## src/rtl/prod_uart_tx.sv

```systemverilog
// prod_uart_tx: sends a 16-bit product as two back-to-back 8N1 UART frames.
// A start/busy/done handshake faces the control logic. The product is copied
// into a shadow register when start is accepted, so prod may change during
// the transfer. There is no flow control on the serial line.
module prod_uart_tx #(
  parameter int CLKS_PER_BIT   = 87,
  parameter bit LOW_BYTE_FIRST = 1'b1
) (
  input  logic        clk,
  input  logic        rst,
  input  logic        start,
  input  logic [15:0] prod,
  output logic        busy,
  output logic        done,
  output logic        tx
);

  localparam int BW = (CLKS_PER_BIT > 1) ? $clog2(CLKS_PER_BIT) : 1;
  localparam logic [BW-1:0] BAUD_MAX = BW'(CLKS_PER_BIT - 1);

  typedef enum logic [1:0] {
    S_IDLE  = 2'd0,
    S_START = 2'd1,
    S_DATA  = 2'd2,
    S_STOP  = 2'd3
  } state_t;

  state_t          state;
  logic [BW-1:0]   baud_cnt;
  logic [2:0]      bit_cnt;
  logic            byte_idx;
  logic [15:0]     shadow;
  logic [7:0]      shifter;
  logic            baud_wrap;

  // Select the byte carried by the first (second=0) or second (second=1) frame.
  function automatic logic [7:0] pick_byte(input logic [15:0] word, input logic second);
    logic take_low;
    take_low = LOW_BYTE_FIRST ^ second;
    if (take_low) begin
      return word[7:0];
    end else begin
      return word[15:8];
    end
  endfunction

  assign baud_wrap = (baud_cnt == BAUD_MAX);

  // Transmit FSM: baud timing, bit/byte sequencing and the registered outputs.
  always_ff @(posedge clk or posedge rst) begin
    if (rst) begin
      state    <= S_IDLE;
      baud_cnt <= '0;
      bit_cnt  <= 3'd0;
      byte_idx <= 1'b0;
      shadow   <= 16'h0000;
      shifter  <= 8'h00;
      tx       <= 1'b1;
      busy     <= 1'b0;
      done     <= 1'b0;
    end else begin
      case (state)
        S_IDLE: begin
          done     <= 1'b0;
          tx       <= 1'b1;
          busy     <= 1'b0;
          baud_cnt <= '0;
          bit_cnt  <= 3'd0;
          byte_idx <= 1'b0;
          if (start) begin
            shadow  <= prod;
            shifter <= pick_byte(prod, 1'b0);
            state   <= S_START;
            tx      <= 1'b0;
            busy    <= 1'b1;
          end
        end
        S_START: begin
          if (baud_wrap) begin
            baud_cnt <= '0;
            bit_cnt  <= 3'd0;
            state    <= S_DATA;
            tx       <= shifter[0];
          end else begin
            baud_cnt <= baud_cnt + BW'(1);
          end
        end
        S_DATA: begin
          if (baud_wrap) begin
            baud_cnt <= '0;
            if (bit_cnt == 3'd7) begin
              state <= S_STOP;
              tx    <= 1'b1;
            end else begin
              bit_cnt <= bit_cnt + 3'd1;
              shifter <= {1'b0, shifter[7:1]};
              tx      <= shifter[1];
            end
          end else begin
            baud_cnt <= baud_cnt + BW'(1);
          end
        end
        S_STOP: begin
          if (baud_wrap) begin
            baud_cnt <= '0;
            if (byte_idx == 1'b0) begin
              // Chain straight into the second frame with no idle gap.
              byte_idx <= 1'b1;
              shifter  <= pick_byte(shadow, 1'b1);
              state    <= S_START;
              tx       <= 1'b0;
            end else begin
              byte_idx <= 1'b0;
              state    <= S_IDLE;
              busy     <= 1'b0;
              done     <= 1'b1;
              tx       <= 1'b1;
            end
          end else begin
            baud_cnt <= baud_cnt + BW'(1);
          end
        end
        default: begin
          state    <= S_IDLE;
          baud_cnt <= '0;
          tx       <= 1'b1;
          busy     <= 1'b0;
          done     <= 1'b0;
        end
      endcase
    end
  end

endmodule

```

## config.mk

```make
export PLATFORM = sky130hd
export DESIGN_NAME = prod_uart_tx
export DESIGN_NICKNAME = d
export VERILOG_FILES = /design/src/rtl/prod_uart_tx.sv
export SDC_FILE = /design/constraint.sdc
export NUM_CORES = 1
export LEC_CHECK = 0
export ABC_AREA = 1
export CELL_PAD_IN_SITES_DETAIL_PLACEMENT = 0
export CELL_PAD_IN_SITES_GLOBAL_PLACEMENT = 1
export CORE_AREA = 3 3 67 69
export CTS_CLUSTER_DIAMETER = 50
export CTS_CLUSTER_SIZE = 28
export DETAILED_ROUTE_END_ITERATION = 8
export DIE_AREA = 0 0 70 72
export HOLD_SLACK_MARGIN = 0.02
export PLACE_DENSITY_LB_ADDON = 0.1
export SLEW_MARGIN = 10
export SYNTH_ARGS = -nofsm -noshare
export SYNTH_HDL_FRONTEND = slang
export SYNTH_SLANG_ARGS = --single-unit
```

## constraint.sdc

```tcl
create_clock -name clk -period 3.55 [get_ports clk]
set_input_delay 0.71 -clock clk [delete_from_list [all_inputs] [get_ports clk]]
set_output_delay 0.71 -clock clk [all_outputs]
set_load 0.1 [all_outputs]
```

# Word level (Yosys, flattened, before mapping)
# Cells that the tools add are included.
# W data, S select, Z words.
# totals
in_bits,19
ramBits,0
ff_bits,40
elab_cells,72
latchBits,0
rom_bits,0
n_memories,0
# op_classes
div,0
bitwise,0
n_mux,36
add_sub_neg,2
n_lt_le_gt_ge,0
shifts,0
reduce_logical,12
n_mul,0
eq_ne,13
# ops
cell,count
$mux W8,5
$pmux W8 S3,1
$ne A2 B2 Y1 const B,8
$mux W1,14
$pmux W7 S2,1
$mux W2,5
$mux W3,3
$pmux W3 S3,1
$pmux W2 S4,1
$add A7 B1 Y7 const B,1
$eq A7 B7 Y1 const B,1
$mux W7,1
$pmux W1 S2,3
$reduce_and A3 Y1,2
$reduce_and A6 Y1,1
$reduce_bool A3 Y1,2
$reduce_and A5 Y1,1
$eq A2 B2 Y1 const B,2
$pmux W1 S4,1
$reduce_and A2 Y1,2
$reduce_and A4 Y1,1
$add A3 B1 Y3 const B,1
$eq A3 B3 Y1 const B,1
$reduce_or A3 Y1,1
other kinds (3),3

# Depth between registers and ports, before layout
# depth
word_depth,4
depth_mapped,9

# Worst setup path before layout
# Ideal clock, no wire load.
# synth_timing
path_kind,register to output
startpoint,register busy
endpoint,output busy
t_required_ps,2840
t_arrival_ps,898
stages_incl_launch_ff,1
slack_ps,1942
n_path_buf,0
path_cell_list,dfrtp_1
# synth_lines
item,line_no,text
from (decl),13,"output logic busy,"
from (signal assigned),59,busy <= 1'b0;
from (signal assigned),66,busy <= 1'b0;
from (signal assigned),75,busy <= 1'b1;
# No word-level cell between the ends.

# Worst setup path after layout
# layout_timing
startpoint,register busy
endpoint,output busy
# No word-level cell between the ends.

==> flow_summary.json <==
{
  "status": "finished clean",
  "post_cts_buffers": 0,
  "cts_sinks": 32,
  "path_cells": "clkdlybuf4s50_1",
  "path_delay_family": "buffers and inverters",
  "cts_tree": "yes",
  "critPathSlowestCell": "clkdlybuf4s50_1",
  "place_hpwl_um": 2605,
  "p_clk_share_pct": 15.3,
  "wl_um": 3550,
  "cts_made_buffers": 5,
  "whs_ns": 0.4678,
  "grtUsageTotal_pct": 16.36,
  "ys_warn_count": 0,
  "num_rows": 23,
  "ctsHoldBuffers": 0,
  "period_needed_ns": 2.476,
  "vias": 1434,
  "worstMarginPinSlew_ns": 0.9606,
  "cts_resized": 0,
  "port_buffers": 21,
  "grt_pass1_wl_um": 6444,
  "pre_cts_slack_ns": 1.376,
  "synth_flop_cell": "dfrtp_1",
  "post_drt_via_cell_ratio": 4.945,
  "swShare_pct": 44.32,
  "drive_above_1_share_pct": 10.42,
  "grt_max_degree": 33,
  "critical_path.max_stage_delay_ns": 1.13,
  "fmax_mhz": 403.9,
  "irDropWorstVdd_v": 0.0003122,
  "wire_per_inst_um": 12.24,
  "die_w_um": 70,
  "comb_power_share_pct": 49.7,
  "slew_headroom_pct": 35.76,
  "total_power_uw": 1727,
  "drt-pass1-iter-count": 4,
  "die_area_um2": 5040,
  "die_y_um": 72,
  "yosysUniqueCellTypes": 27,
  "cp-end-kind": "output pin",
  "avgSynthCellArea_um2": 8.210,
  "synth_nets": 242,
  "ant_nets": 0,
  "reg2reg_slack_ns": 1.52,
  "worst-setup-path-type": "reg2out",
  "grt_setup_unrepaired": "no",
  "setup_slack_ns": 1.074,
  "synth_edf_count": 0,
  "path_clk_slew_ns": 0.06,
  "start_util_pct": 43.82,
  "power.switching_uw": 765.3,
  "syn2layout_area_growth_pct": 19.99,
  "remaining_drc_errors": 0,
  "fill_cells": 383,
  "yosys_register_bits": 32,
  "antenna_found_initial": 0,
  "layout_commonest_cell": "nand2_1",
  "drv_slew": 0,
  "ios": 22,
  "fin_worst_skew_ns": 0.007049,
  "startpoint_type": "flip-flop",
  "netlist_area_um2": 1740,
  "setup_tns_ns": 0,
  "hp-class": "reg2reg",
  "crit_buf_inv": 1,
  "htreeDepth": 2,
  "seqPwrFrac_pct": 35.0,
  "grt_pass1_vias": 1426,
  "coreArea_um2": 3971,
  "insertion_delay_ns": 0.29,
  "num-nets-final": 269,
  "place_congestion": 0.7391,
  "finalHoldViolCount": 0,
  "finalNonFillerCells": 290,
  "timing.final.crit_share_pct": 69.75,
  "dp_cells": 282,
  "ys_seq_area_share_pct": 46.08,
  "async_reset_ff_share_pct": 100.0,
  "n_antenna_cell": 0,
  "path_max_fanout": 2,
  "gr-total-overflow": 0,
  "critPathRequiredTime_ns": 2.84,
  "cts-root-buf": "clkbuf_8",
  "cts_buffer_depth": 2,
  "powerDensity_nw_per_um2": 827.0,
  "drtIter0Drc": 82,
  "synthCells": 212,
  "final_cell_mix": "80 x nand2_1, 31 x dfrtp_1, 22 x nand3_1",
  "critical_path_arrival_ns": 1.77,
  "cell_internal_pwr_uw": 961.7,
  "maxCapViolations": 0,
  "setup_viol": 0,
  "p_leak_uw": 0.001090
}
## sequential cells by signal (all words and copies together), names as in the netlist
signal	flops
shadow	8
byte_idx	1
busy	1
done	1
tx	1
bit_cnt	3
state	2
shifter	8
baud_cnt	7
## per-stage QoR
step | cell area (µm²) | utilization, %
floorplan | 1740 | -
global placement | 2008 | 50.57
global route | 2088 | 52.58
finish | 2088 | 52.58
detailed placement | 2008 | 50.57
CTS | 2088 | 52.58
## area by class of cell
cell class / instances / area (µm²) / share of cell area (%)
Multi-Input combinational cell: 160 / 860.8 / 41.22
Sequential cell: 32 / 802.0 / 38.41
Timing Repair Buffer: 22 / 215.2 / 10.31
Clock buffer: 8 / 80.08 / 3.835
Inverter: 18 / 67.56 / 3.235
Tap cell: 50 / 62.56 / 2.996
## cell usage after synthesis, drive strengths merged, types with 2 or more instances
cell	instances	share of area [%]
mux2	7	4.5
inv	18	3.9
nand3b	2	0.86
o21ai	5	1.7
nor2	17	4.0
nand3	23	6.9
or2	2	0.72
buf	2	0.58
a21oi	4	1.2
ha	11	7.9
dfrtp	31	45
nand2	83	19
## kinds of logic (layout without fill, tap and decap cells)
logic type	after synthesis	in the layout	synth area share (%)
AND/OR/NAND/NOR	130	130	32.78
flip-flops	32	32	46.08
adder cells (fa/ha/maj)	11	11	7.908
XOR/XNOR	2	2	1.007
AO/OA/AOI/OAI	10	10	3.235
buffers and inverters	20	48	4.457
multiplexers	7	7	4.529
## routing by layer
| metal | up-vias | share of wire (%) | global-route usage (%) |
|---|---|---|---|
| met1 | 675 | 46 | 20.23 |
| met4 | 0 | 2.1 | 8.298 |
| met3 | 6 | 3.5 | 3.463 |
| met2 | 27 | 49 | 27.18 |
| met5 | - | 0 | 0 |
| li1 | 726 | - | - |
## worst min-delay path: stages, from the launching register on
cell and delay (ns):
dfstp_2 0.37, nand2_1 0.06, nand2_1 0.04
## worst paths after layout
path,startpoint,endpoint,depth (start not counted)
worst max-delay path,busy,busy,1
worst min-delay path,tx,tx,2
max in group asynchronous,rst,tx,3
min in group asynchronous,rst,shadow[11],3
worst min register to register,tx,tx,2
worst max register to register,state[0],shifter[3],8
## power by group through the flow
stage	Combinational [µW]	Clock, µW	Sequential, µW
finish	858	265	604
global route	992	294	621
CTS	866	275	603
detailed placement	863	0	609
global placement	842	0	605
floorplan	614	0	660
Note: power is estimated with default switching activity, not from simulation.
==> edit (same settings) <==
The parameter `LOW_BYTE_FIRST` goes from 1'b1 to 1'b0.
--- a/src/rtl/prod_uart_tx.sv
+++ b/src/rtl/prod_uart_tx.sv
@@ -4,7 +4,7 @@
 // the transfer. There is no flow control on the serial line.
 module prod_uart_tx #(
   parameter int CLKS_PER_BIT   = 87,
-  parameter bit LOW_BYTE_FIRST = 1'b1
+  parameter bit LOW_BYTE_FIRST = 1'b0
 ) (
   input  logic        clk,
   input  logic        rst,
Check against the original RTL: same outputs for any inputs over 10 cycles, from zero or initial values and one cycle with rst high; that may be too few to reach the edited logic, so the function may still have changed.
==> edit against the unedited design <==
Sequential share of layout area is 0.52 points lower. Design area is 1.4% higher. First-iteration DRC count is 18% lower. Via count is 2.6% higher. Power is 4.5% higher. Worst setup slack better by 5.8 ps. Area after synthesis is 0.14% lower. Sequential cell count stayed put. Wire length is 0.59% higher. Largest power group unchanged.
==> edit: results (changes against the unedited design) <==
* Layout Nets at 284 (+5.6%)
* Synth area leaders: dfrtp_1 (45%), nand2_1 (22%), ha_1 (7.9%), nand3_1 (6.6%), inv_1 (3.7%)
* Syn Inst Count at 227 (+7.1%)
* Slew margin rel. at 35.83% (+0.072 points)
* Filler instances at 403 (+5.2%)
* Setup WS pre-CTS at 1379 ps (+3.170 ps)
* Compound-cell area share of the yosys netlist at 3.024% (-0.21 points)
* Outcome: finished, final reports clean
* GRT Total Usage at 15.41% (-0.94 points)
* Mux cell area share after synthesis at 0% (-4.5 points)
* Post-synthesis adder-cell area fraction at 7.919% (+0.011 points)
* Post-synthesis sequential area ratio at 46.15% (+0.066 points)
* Avg WL per Cell at 11.71 um (-4.4%)
* First-iteration detailed-routing DRC count at 67 (-18%)
* Synth Area in XOR/XNOR at 0.5040% (-0.50 points)
* # placed instances at 297 (+5.3%)
* Unique cell type count in the Yosys netlist at 24 (-11%)
* Layout cells sized above 1 at 7.843% (-2.6 points)
* Synth top cells by count: nand2_1 (102), dfrtp_1 (31), nand3_1 (23), inv_1 (17), nor2_1 (17)
* Non-Filler Instances at 305 (+5.2%)
* Number of global-route vias before repair at 1392 (-2.4%)
* Max Clock Skew at 4.164 ps (-2.885 ps)
* Worst vdd ir at 0.3334 mV (+6.8%)
* Post-synthesis net count at 257 (+6.2%)
* Global-route wire length before repair at 6127 um (-4.9%)
==> edit: worst paths after layout <==
check	start	endpoint	slack [ps]	cells after the start
max in group asynchronous	rst	tx	2410	3
min	done	done	470	2
max reg2reg	state[0]	shifter[6]	1480	8
max	busy	busy	1080	1
min in group asynchronous	rst	shadow[6]	820	3
min reg2reg	done	done	470	2
==> edit: per-stage QoR <==
step / cell area [um^2] / hold WS [ps]
after floorplan: 1738 / 441.7
after global placement: 2006 / 454.5
after detailed placement: 2006 / 459.1
after CTS: 2117 / 478.0
after global routing: 2117 / 498.8
final: 2117 / 473.7
==> edit: power by group <==
part           internal [W]  switching, W  total [W]
sequential         0.000511     0.0000964   0.000608
clock              0.000208      0.000138   0.000345
combinational      0.000288      0.000563   0.000851
==> edit: layer usage <==
layer | global-route usage (%) | vias up | wire length, um | part of all wire [%]
li1 | - | 768 | - | -
met1 | 20.25 | 656 | 1733 | 49
met2 | 24.45 | 37 | 1584 | 44
met3 | 4.294 | 10 | 172 | 4.8
met4 | 5.745 | 0 | 80 | 2.2
met5 | 0 | - | 0 | 0
==> edit: cell type report <==
| cell class | instances | area, um^2 | share of cell area [%] |
|---|---|---|---|
| clock buffer | 5 | 68.82 | 3.251 |
| clock inverter | 3 | 42.54 | 2.009 |
| inverter | 18 | 67.56 | 3.191 |
| multi-input combinational | 175 | 858.3 | 40.54 |
| sequential | 32 | 802.0 | 37.88 |
| tap | 50 | 62.56 | 2.955 |
| timing repair buffer | 22 | 215.2 | 10.17 |
==> edit: kinds of logic (layout without fill, tap and decap cells) <==
family                   count (synthesis)  after routing
AO/OA/AOI/OAI                            9              9
AND/OR/NAND/NOR                        154            154
flip-flops                              32             32
buffers and inverters                   20             48
XOR/XNOR                                 1              1
adder cells (fa/ha/maj)                 11             11
